$ cat config.mk
export PLATFORM = sky130hd
export DESIGN_NAME = ring_arbiter
export DESIGN_NICKNAME = d
export VERILOG_FILES = /design/src/rtl/ring_arb_pkg.sv /design/src/rtl/ring_arbiter_rr_pick.sv /design/src/rtl/ring_arbiter.sv
export SDC_FILE = /design/constraint.sdc
export NUM_CORES = 1
export LEC_CHECK = 0
export CAP_MARGIN = 20
export CORE_AREA = 2 2 107 57
export CTS_CLUSTER_SIZE = 40
export DETAILED_ROUTE_END_ITERATION = 8
export DIE_AREA = 0 0 109 59
export GPL_TIMING_DRIVEN = 0
export PLACE_DENSITY = 0.69
export SETUP_SLACK_MARGIN = 0.2
export SLEW_MARGIN = 20
export SYNTH_ARGS = -nofsm -noshare
export SYNTH_HDL_FRONTEND = slang
export SYNTH_SLANG_ARGS = --single-unit
$ cat constraint.sdc
create_clock -name clk -period 3.05 [get_ports clk]
set_input_delay 0.305 -clock clk [delete_from_list [all_inputs] [get_ports clk]]
set_output_delay 0.305 -clock clk [all_outputs]
set_load 0.005 [all_outputs]
$ cat src/rtl/ring_arb_pkg.sv
// Shared types, defaults and helpers for the round-robin ring arbiter.
package ring_arb_pkg;

    typedef enum logic {
        IDLE = 1'b0,
        BUSY = 1'b1
    } state_e;

    localparam int N_DEF        = 8;
    localparam int MAX_HOLD_DEF = 16;
    localparam int HOLD_W_DEF   = 8;
    localparam int ID_W_DEF     = 3;
    localparam int MAX_N        = 32;

    // Wrapping left rotate by one within the low n bits.
    function automatic logic [MAX_N-1:0] rotl1(
        input logic [MAX_N-1:0] v,
        input int               n
    );
        logic [MAX_N-1:0] r;
        r = '0;
        for (int i = 0; i < MAX_N; i++) begin
            if (i < n) begin
                r[(i + 1) % n] = v[i];
            end
        end
        return r;
    endfunction

    function automatic logic [4:0] onehot2bin(input logic [MAX_N-1:0] v);
        logic [4:0] b;
        b = '0;
        for (int i = 0; i < MAX_N; i++) begin
            if (v[i]) begin
                b = b | 5'(i);
            end
        end
        return b;
    endfunction

endpackage

$ cat src/rtl/ring_arbiter_rr_pick.sv
// Combinational round-robin pick: first set request at or above the
// pointer, wrapping, found with a double-width masked priority scan.
module rr_pick
    import ring_arb_pkg::*;
#(
    parameter int N = N_DEF
) (
    input  logic [N-1:0] req_i,
    input  logic [N-1:0] ptr_i,
    output logic [N-1:0] pick_o,
    output logic         any_o
);

    localparam int W2 = 2 * N;

    logic [N-1:0]  mask;
    logic [W2-1:0] dbl;
    logic [W2-1:0] first;

    // Lower copy keeps only bits at/above ptr; upper copy supplies the wrap.
    assign mask   = ~(ptr_i - N'(1));
    assign dbl    = {req_i, req_i & mask};
    assign first  = dbl & (~dbl + W2'(1));
    assign pick_o = first[N-1:0] | first[W2-1:N];
    assign any_o  = |req_i;

endmodule

$ cat src/rtl/ring_arbiter.sv
// Round-robin ring arbiter with one-hot rotating priority pointer and
// bounded grant hold time.
module ring_arbiter
    import ring_arb_pkg::*;
#(
    parameter int N        = N_DEF,
    parameter int MAX_HOLD = MAX_HOLD_DEF,
    parameter int HOLD_W   = HOLD_W_DEF,
    parameter int ID_W     = ID_W_DEF
) (
    input  logic            clk,
    input  logic            rst_n,
    input  logic            en,
    input  logic [N-1:0]    req,
    output logic [N-1:0]    grant,
    output logic            grant_valid,
    output logic [ID_W-1:0] grant_id,
    output logic [N-1:0]    ptr,
    output logic            timeout
);

    state_e            state_q, state_d;
    logic [N-1:0]      grant_q, grant_d;
    logic              gv_q, gv_d;
    logic [ID_W-1:0]   id_q, id_d;
    logic [N-1:0]      ptr_q, ptr_d;
    logic [HOLD_W-1:0] hold_q, hold_d;
    logic              to_q, to_d;

    logic [N-1:0] pick;
    logic         any_req;
    logic         owner_req;
    logic         at_limit;
    logic         ptr_ok;
    logic [N-1:0] ptr_rot;

    rr_pick #(
        .N (N)
    ) u_pick (
        .req_i  (req),
        .ptr_i  (ptr_q),
        .pick_o (pick),
        .any_o  (any_req)
    );

    assign owner_req = req[id_q];
    assign at_limit  = (hold_q == HOLD_W'(MAX_HOLD - 1));
    assign ptr_ok    = (ptr_q != '0) && ((ptr_q & (ptr_q - N'(1))) == '0);
    assign ptr_rot   = N'(rotl1(MAX_N'(grant_q), N));

    always_comb begin
        state_d = state_q;
        grant_d = grant_q;
        id_d    = id_q;
        ptr_d   = ptr_q;
        hold_d  = hold_q;
        to_d    = 1'b0;
        unique case (state_q)
            IDLE: begin
                if (en && any_req) begin
                    grant_d = pick;
                    id_d    = ID_W'(onehot2bin(MAX_N'(pick)));
                    hold_d  = '0;
                    state_d = BUSY;
                end
            end
            BUSY: begin
                // A dropped request wins over the hold limit: no timeout.
                if (!owner_req || at_limit) begin
                    grant_d = '0;
                    ptr_d   = ptr_rot;
                    state_d = IDLE;
                    to_d    = owner_req;
                end else begin
                    hold_d = hold_q + HOLD_W'(1);
                end
            end
            default: begin
                state_d = IDLE;
            end
        endcase
        if (!ptr_ok) begin
            ptr_d = N'(1);
        end
        gv_d = |grant_d;
    end

    always_ff @(posedge clk or negedge rst_n) begin
        if (!rst_n) begin
            state_q <= IDLE;
            grant_q <= '0;
            gv_q    <= 1'b0;
            id_q    <= '0;
            ptr_q   <= N'(1);
            hold_q  <= '0;
            to_q    <= 1'b0;
        end else begin
            state_q <= state_d;
            grant_q <= grant_d;
            gv_q    <= gv_d;
            id_q    <= id_d;
            ptr_q   <= ptr_d;
            hold_q  <= hold_d;
            to_q    <= to_d;
        end
    end

    assign grant       = grant_q;
    assign grant_valid = gv_q;
    assign grant_id    = id_q;
    assign ptr         = ptr_q;
    assign timeout     = to_q;

endmodule

# After elaboration in Yosys (flattened, before gate mapping)

Cells that the tools add are included.

Register bits after elaboration: 30
Input port bits: 11
Output and inout port bits: 21
Logic and storage cells: 57

Bitwise operators: 7
Add/subtract/negate cells: 3
Reductions and logical operators: 11
Equality and inequality tests: 5
$lt $le $gt $ge: 1
Mux-type cells: 23

Operator list:

| kind                    | number |
|---|---|
| $mux W8                 | 7 |
| $pmux W8 S2             | 2 |
| $add A16 B1 Y16 const B | 1 |
| $and A16 B16 Y16        | 1 |
| $and A8 B8 Y8           | 2 |
| $not A16 Y16            | 1 |
| $reduce_or A8 Y1        | 2 |
| $mux W3                 | 4 |
| $add A8 B1 Y8 const B   | 1 |
| $eq A8 B4 Y1 const B    | 1 |
| $logic_not A8 Y1        | 1 |
| $not A8 Y8              | 1 |
| $or A8 B8 Y8            | 1 |
| $reduce_bool A8 Y1      | 1 |
| $sub A8 B1 Y8 const B   | 1 |
| $mux W1                 | 6 |
| $ne A2 B2 Y1 const B    | 3 |
| $reduce_and A2 Y1       | 3 |
| $lt A3 B4 Y1 const B    | 1 |
| $mux W2                 | 2 |
| $bmux W1 S3             | 1 |
| $logic_and A1 B1 Y1     | 2 |
| $ne A2 B1 Y1 const B    | 1 |
| $pmux W1 S2             | 1 |
| other kinds (3)         | 3 |

# Longest topological paths before layout

Word-level depth: 14
Mapped depth: 11

# Cells and area by module

Synthesis repeated with hierarchy kept, for this count alone.

Cells, all modules: 209
Area, all modules: 1929.4 um^2

By module, submodules not included:

| module       | cells an instance | times used | area an instance (um^2) |
|---|---|---|---|
| ring_arbiter | 154               | 1          | 1535.2 |
| rr_pick      | 55                | 1          | 394.1 |

# Worst setup path after synthesis

Ideal clock, no wire load.

Path type: register -> register
Start point: register ptr_q[1] (netlist: ptr[1])
End point: register gv_q (netlist: grant_valid)
Data required time: 2.978 ns
Data arrival time: 2.794 ns
Slack: 0.184 ns
Period minus slack after synthesis: 2.866 ns
Path buffers: 0
Cell stages (with the launch flop): 12
Setup time: 0.072 ns
Cells stage by stage: dfrtp_1 inv_1 ha_1 inv_1 or3_1 or3_1 ha_1 a222oi_1 and4_1 o211ai_1 a31o_2 nand4b_4

Longest elaborated chain between the ends: 10

Ends and longest elaborated chain:

| item                     | RTL line                   | source |
|---|---|---|
| start: declaration       | ring_arbiter.sv:26         | `logic [N-1:0] ptr_q, ptr_d;` |
| start signal: assignment | ring_arbiter.sv:102        | `ptr_q <= ptr_d;` |
| $sub A8 B1 Y8 (*)        | ring_arbiter_rr_pick.sv:21 | `assign mask = ~(ptr_i - N'(1));` |
| $not A8 Y8 (*)           | ring_arbiter_rr_pick.sv:21 |  |
| $and A8 B8 Y8 (*)        | ring_arbiter_rr_pick.sv:22 | `assign dbl = {req_i, req_i & mask};` |
| $not A16 Y16             | ring_arbiter_rr_pick.sv:23 | `assign first = dbl & (~dbl + W2'(1));` |
| $add A16 B1 Y16          | ring_arbiter_rr_pick.sv:23 |  |
| $and A16 B16 Y16 (*)     | ring_arbiter_rr_pick.sv:23 |  |
| $or A8 B8 Y8 (*)         | ring_arbiter_rr_pick.sv:24 | `assign pick_o = first[N-1:0] \| first[W2-1:N];` |
| $mux W8 (*)              | ring_arbiter.sv:60         | `if (en && any_req) begin` |
| $pmux W8 S2 (*)          | ring_arbiter.sv:58         | `unique case (state_q)` |
| $reduce_or A8 Y1 (*)     | ring_arbiter.sv:85         | `gv_d = \|grant_d;` |
| named net gv_d           | ring_arbiter.sv:24         | `logic gv_q, gv_d;` |
| end signal: assignment   | ring_arbiter.sv:100        | `gv_q <= gv_d;` |
| end: declaration         | ring_arbiter.sv:24         |  |

Mark *: on every way through the listed nets, which the timed path passes. The rest lies on a longest branch.
A chain may end at the register's enable or synchronous reset.

# Worst setup path after layout

Same ends and word-level chain as after synthesis.

==> results by group <==
Clocking
  – Clk slew on worst S/H paths: 70 ps
  – Clock sink total: 30
  – TritonCTS Buffers: 5
  – Root Driver: clkbuf_8
  – H-Tree Depth: 2
  – CTS tree: yes
  – Longest Clk Path Bufs: 2
  – Worst skew pair latency: 280 ps

Synth
  – Sequential area share after synthesis: between 40% and 50%
  – Number of synthesized flops with an enable pin: 0
  – Syn Nets: 207
  – Most common flop cell mapped by yosys: dfrtp_1
  – Mapped Cells: 187
  – Yosys reg bits: 30
  – Netlist cell types: 50
  – Synthesized area per cell: 9.809 um2
  – Synth Cell Area: ~0.0018 mm2
  – Post-synth ARST share: 100.0%
  – Ys Warns: 0

STA
  – Final period utilization: a little under 100%
  – Tmin final: 2988 ps
  – Worst-margin pin slew: about 800 ps
  – Final setup skew: 2.082 ps
  – Fmax: 0.3347 GHz
  – Hold Fails Final Rpt: 0
  – Slew Limit Fails: 0
  – RSZ-0062 raised after global routing: yes
  – Max-slew headroom: roughly 46%
  – Final setup vio count: 0

Placement
  – DP Wirelength: 3676 um
  – Dpl cell area: 0.002231 mm2
  – Port Buf Inserts: 31
  – Routability congestion estimate from global placement: 0.8591

Setup path
  – Critical path arrival: about 3100 ps
  – CP max FO: 3
  – Critical Path RT: 3200 ps
  – Kind of critical path: reg -> reg
  – CP Launch Type: register
  – Critical Path Sink Type: register

Layout
  – Layout Utilization: 46.56%
  – Design area: 0.002512 mm2
  – Layout cells sized above 1: 20.00%
  – Nets@finish: 254
  – Synth-to-layout area growth: 36.97%
  – ANT cells: 0

Floorplan
  – Die height: 59 um
  – Die width: 109 um
  – Die ar.: 0.006431 mm2
  – Core Region: 0.005396 mm2
  – Initial Util: 33.99%
  – Number of cell rows: 19
  – Top Ports: 32

Route
  – Wirelength, routed: 5137 um
  – Total number of vias: 1696
  – Post-DR wirelength/cell: 16.68 um
  – First-pass DRT Iterations: 4
  – DR iter-0 viols: between 60 and 70
  – DRC: 0
  – Via/cell ratio: about 5.5
  – Final antenna-violating net count: 0

GRT
  – Largest net degree at the start of global routing: 31
  – First-pass GRT wire length: 8424 um
  – Vias in the first global route: 1690
  – Gr usage total: 17.17%
  – Initial antenna violation count: 0
  – Global route overflow: 0

Run status
  – Status: complete, no violations

Run
  – Max Cap Viol: 0

Pwr
  – Lkg Pwr: 0.001082 uW
  – Pwr/cell area: 895.5 mW/mm2
  – Worst VDD drop: around 320 uV

Worst hold path
  – Hold Crit Class: in -> async
[critical path, stage by stage (launching register included)]
cell	delay, ps
dfrtp_1	400
inv_1	70
ha_2	160
inv_2	40
or3_4	390
or3_4	350
ha_4	300
a222oi_1	70
buf_4	160
buf_4	130
a41oi_1	270
o32ai_1	150
a22oi_1	260
nand4b_4	120
[layer usage]
layer | share of wire [%] | GRT usage (%) | up-vias
met5 | 0 | 0 | -
met4 | 0.18 | 4.762 | 0
met3 | 3.5 | 3.407 | 2
met2 | 52 | 30.61 | 39
met1 | 44 | 21.53 | 849
li1 | - | - | 806
[cells by family after synthesis]
logic type      Yosys count  synth area share (%)
xor+xnor                  4                 1.910
buf+inv                  12                 2.455
fa+ha+maj                 9                 6.139
mux                      13                 9.140
compound gates           40                 16.44
flops                    30                 41.00
simple gates             79                 22.92
[through the flow]
| step | hold slack [ps] | std cells | setup TNS (ps) | total power, uW | setup slack (ps) |
|---|---|---|---|---|---|
| 6_report | 61.68 | 308 | 0 | 2250 | 62.49 |
| 5_1_grt | 112.8 | 308 | -49.17 | 2402 | -49.17 |
| 4_1_cts | 78.71 | 304 | 0 | 2169 | 102.8 |
| 3_5_place_dp | 379.9 | 291 | -562.3 | 1686 | -218.4 |
| 3_3_place_gp | 495.5 | 291 | -266.0 | 1652 | -179.1 |
| 2_1_floorplan | 9.409 | 187 | 0 | 1305 | 184.4 |
[sequential cells by signal, indices dropped and copies added, names as in the netlist]
name	flops
grant	8
hold_q	8
ptr	8
grant_id	3
grant_valid	1
state_q	1
timeout	1
[path summary, 6_finish.rpt]
path / start / to / slack [ps] / depth (start not counted)
worst max register to register: ptr[1]$_DFFE_PN0P_ / grant_valid$_DFF_PN0_ / 60 / 13
worst min-delay path: rst_n / ptr[6]$_DFFE_PN0P_ / 60 / 1
max in group asynchronous: rst_n / grant[3]$_DFF_PN0_ / 2550 / 1
worst max-delay path: ptr[1]$_DFFE_PN0P_ / grant_valid$_DFF_PN0_ / 60 / 13
worst min register to register: hold_q[0]$_DFFE_PN0P_ / hold_q[0]$_DFFE_PN0P_ / 530 / 1
min in group clk: hold_q[0]$_DFFE_PN0P_ / hold_q[0]$_DFFE_PN0P_ / 530 / 1
[final cells by class]
type | count | area [um2]
multi-input cells | 145 | 1141
well taps | 73 | 91.34
inverters | 11 | 41.29
repair buffers | 40 | 372.9
plain buffers | 1 | 3.754
clock buffers | 8 | 110.1
flip-flops and latches | 30 | 752.0
fillers | 474 | 2884
[cells in the mapped netlist, drive strengths merged (2+ instances only)]
cell type	number	area share [%]
nor4	6	2.0
mux2i	11	6.7
nand3	5	1.4
a222oi	2	1.1
nor3b	2	0.82
xnor2	4	1.9
a31o	2	0.96
a22o	3	1.4
a22oi	2	0.82
dfrtp	29	40
o211ai	2	0.82
nor3	8	2.2
nand2b	2	0.68
nor2	22	4.9
and3	2	0.75
a31oi	5	1.7
nand4	2	0.68
ha	9	6.1
or4	4	1.8
or3	5	1.7
nand2	17	3.5
a41oi	2	0.96
o21ai	8	2.6
mux4	2	2.5
inv	11	2.3
a21oi	3	0.82
[power by group]
part	leakage, uW	internal (uW)	total (uW)	switching, uW
Clock	0.0000575	228	379	151
Sequential	0.000399	503	631	128
Combinational	0.000626	607	1240	632
[repair_timing]
action	in CTS	in global routing
pin swaps	3	10
hold buffers	0	0
buffers inserted	5	4
endpoints found under the setup margin	9	14
gates resized for setup	11	9
hold endpoints to repair	0	0
[cells in the final DEF, fill, tap and decap left out, types with 2 or more instances in the layout]
| cell type | synthesis | routed |
|---|---|---|
| buf_4 | 0 | 9 |
| nor3_1 | 8 | 8 |
| o21ai_2 | 2 | 2 |
| o21ai_1 | 1 | 3 |
| nand2b_1 | 2 | 2 |
| nor4_1 | 6 | 6 |
| clkdlybuf4s50_1 | 0 | 30 |
| xnor2_1 | 4 | 4 |
| mux2i_1 | 10 | 10 |
| nand3_1 | 5 | 5 |
| a21oi_1 | 3 | 3 |
| or3_4 | 0 | 4 |
| ha_4 | 0 | 2 |
| nand2_1 | 17 | 17 |
| clkbuf_8 | 0 | 8 |
| inv_1 | 11 | 10 |
| mux4_2 | 2 | 2 |
| a222oi_1 | 2 | 2 |
| dfrtp_1 | 29 | 29 |
| or4_1 | 3 | 3 |
| o211ai_1 | 2 | 2 |
| a22o_1 | 3 | 3 |
| a31oi_1 | 5 | 3 |
| nor2_1 | 21 | 21 |
| o21ai_0 | 5 | 3 |
| a31oi_2 | 0 | 2 |
| nand4_1 | 2 | 2 |
| ha_1 | 9 | 6 |
(Power assumes the default switching activity.)
==> RTL edit, RTL diff (same flow settings) <==
Register the output `timeout` once more, cleared by the reset; this adds one clock of latency there. The other outputs are not delayed to match.
--- a/src/rtl/ring_arbiter.sv
+++ b/src/rtl/ring_arbiter.sv
@@ -109,7 +109,13 @@
     assign grant_valid = gv_q;
     assign grant_id    = id_q;
     assign ptr         = ptr_q;
-    assign timeout     = to_q;
+    always_ff @(posedge clk or negedge rst_n) begin
+        if (!rst_n) begin
+            timeout <= '0;
+        end else begin
+            timeout <= to_q;
+        end
+    end
 
 endmodule
 
Formal check against the unedited RTL: same outputs for any inputs over 10 cycles, from zero or initial values and one cycle with rst_n low; that may be too few to reach the edited logic, so the function may still have changed.
==> RTL edit against the original RTL <==
  * Non-clock buffer count increased by 5
  * Worst hold slack worse by 0.0027 ns
  * Sequential cell count rose by 1
  * Wire length fell by 2.8%
  * Synthesized area increased by 1.4%
  * Clock power down 17%
  * Synthesized cell count increased by 0.53%
  * Core utilization increased by 0.093 points
  * Power is 1.3% lower
  * Final area is 0.20% higher
  * Setup slack improved by 0.083 ns
==> RTL edit: results (changes against the original RTL) <==
- Number of global-route vias before repair: 1659 (-1.8%)
- Final Skew: 0.0143 ns (+0.0123 ns)
- Combinational power share: 56.8% (+1.7 points)
- The sequential fraction of the synthesis area was 41.8% (+0.79 points).
* Relative area of non-clock buffer cells in the final design: 16.5% (+1.5 points)
* Wire length of the first global-routing pass: 7.91 mm (-6.1%)
- Multi-input logic area: 1110 µm² (-2.9%)
* Initial DRC Count: 87 (+36%)
* Layout clock area frac: 3.38% (-1.0 points)
- The routing usage on met1 is 22.1% (+0.60 points).
- The met3 track demand over resource was 3.19% (-0.22 points).
- The post-synthesis net count is 208 (+0.48%).
- Number of synthesized register bits: 31 (+3.3%)
- The longest individual stage delay on the worst path is 0.40 ns (about the same).
* Tot GR Track Use: 16.2% (-0.93 points)
- Ranked by instance count, the synthesized netlist is headed by 30 x sky130_fd_sc_hd__dfrtp_1, 21 x sky130_fd_sc_hd__nor2_1, 17 x sky130_fd_sc_hd__nand2_1, 11 x sky130_fd_sc_hd__inv_1, 10 x sky130_fd_sc_hd__mux2i_1.
- Slack of the worst reg-to-reg path: 0.15 ns (+0.08 ns)
- Total Wirelength: 4.99 mm (-2.8%)
* Synth Instances: 188 (+0.53%)
- Routed length on met3: 207 µm (+16%)
- Relative to the synthesized area, the layout overhead comes to 35.4%.
- The number of clock buffer instances in the layout was 6 (-2).
- The flow ran to the end, and the final reports show no timing, DRC or antenna violations.
- The count of placed standard cells including taps came to 292 (+0.34%).
- Static leakage power: 1.10 nW (+1.7%)
* Global Route met2 Usage: 26.2% (-4.4 points)
* Routability-driven placement congestion ratio: 0.895 (+4.1%)
- Power in the clock group: 0.316 mW (-17%)
- Non-filler instance count after layout: 314 (+1.9%)
* Leading cell types by total area after synthesis: sky130_fd_sc_hd__dfrtp_1 40%, sky130_fd_sc_hd__ha_1 6.1%, sky130_fd_sc_hd__mux2i_1 5.4%
- Fraction of final layout cells sized beyond drive strength 1: 19.5% (-0.50 points)
- Placed wire-length estimate after detailed placement: 3.67 mm (-0.24%)
- The placed standard-cell area was 2260 µm² (+1.1%).
- The largest net degree at the start of global routing came to 32 (+3.2%).
- Count of nets after finishing: 260 (+2.4%)
- Maximum fanout encountered on the critical timing path: 4 (+1)
* Minimum clock period: 2.90 ns (-0.0826 ns)
* Met2 wire length: 2.40 mm (-11%)
- Layout filler cell count: 494 (+4.2%)
* Worst IR Drop VDD: 0.000245 V (-22%)
- Number of cell instances on the worst register-to-register path: 12 (-1)
-- RTL edit: cell count changes after synthesis --
cell	before	now
sky130_fd_sc_hd__dfrtp_1	29	30
-- RTL edit: worst reg2reg max path: stages (launching register included) --
cell                       delay [ns]
sky130_fd_sc_hd__dfrtp_1         0.40
sky130_fd_sc_hd__inv_1           0.06
sky130_fd_sc_hd__ha_1            0.13
sky130_fd_sc_hd__inv_1           0.05
sky130_fd_sc_hd__or3_4           0.39
sky130_fd_sc_hd__or3_4           0.35
sky130_fd_sc_hd__ha_4            0.23
sky130_fd_sc_hd__a222oi_1        0.22
sky130_fd_sc_hd__buf_4           0.18
sky130_fd_sc_hd__and4_4          0.27
sky130_fd_sc_hd__o211ai_1        0.17
sky130_fd_sc_hd__a31o_2          0.31
sky130_fd_sc_hd__nand4b_4        0.09
-- RTL edit: how the worst min path moves through the flow --
stage | end | start | slack (ns) | depth (start not counted)
2_1_floorplan | grant[0] | rst_n | 0.009 | 0
3_3_place_gp | timeout | to_q | 0.33 | 0
3_5_place_dp | timeout | to_q | 0.34 | 0
4_1_cts | grant_valid | rst_n | 0.09 | 1
5_1_grt | grant_valid | rst_n | 0.12 | 1
6_report | grant_valid | rst_n | 0.06 | 1
-- RTL edit: kinds of logic (layout without fill, tap and decap cells) --
kind of cell	Yosys count	in the layout	synth area share [%]
xor gates and xnor gates	4	4	1.88
AOI/OAI and AO/OA	40	40	16.2
and+or+nand+nor	79	79	22.6
DFF	31	31	41.8
adders and majority gates	9	9	6.06
buffers and inverters	12	65	2.42
muxes	13	13	9.02
-- RTL edit: what timing repair did --
action / in CTS / in global routing
pin swaps: 5 / 8
endpoints found under the setup margin: 9 / 15
gates resized for setup: 9 / 5
buffers inserted: 10 / 4
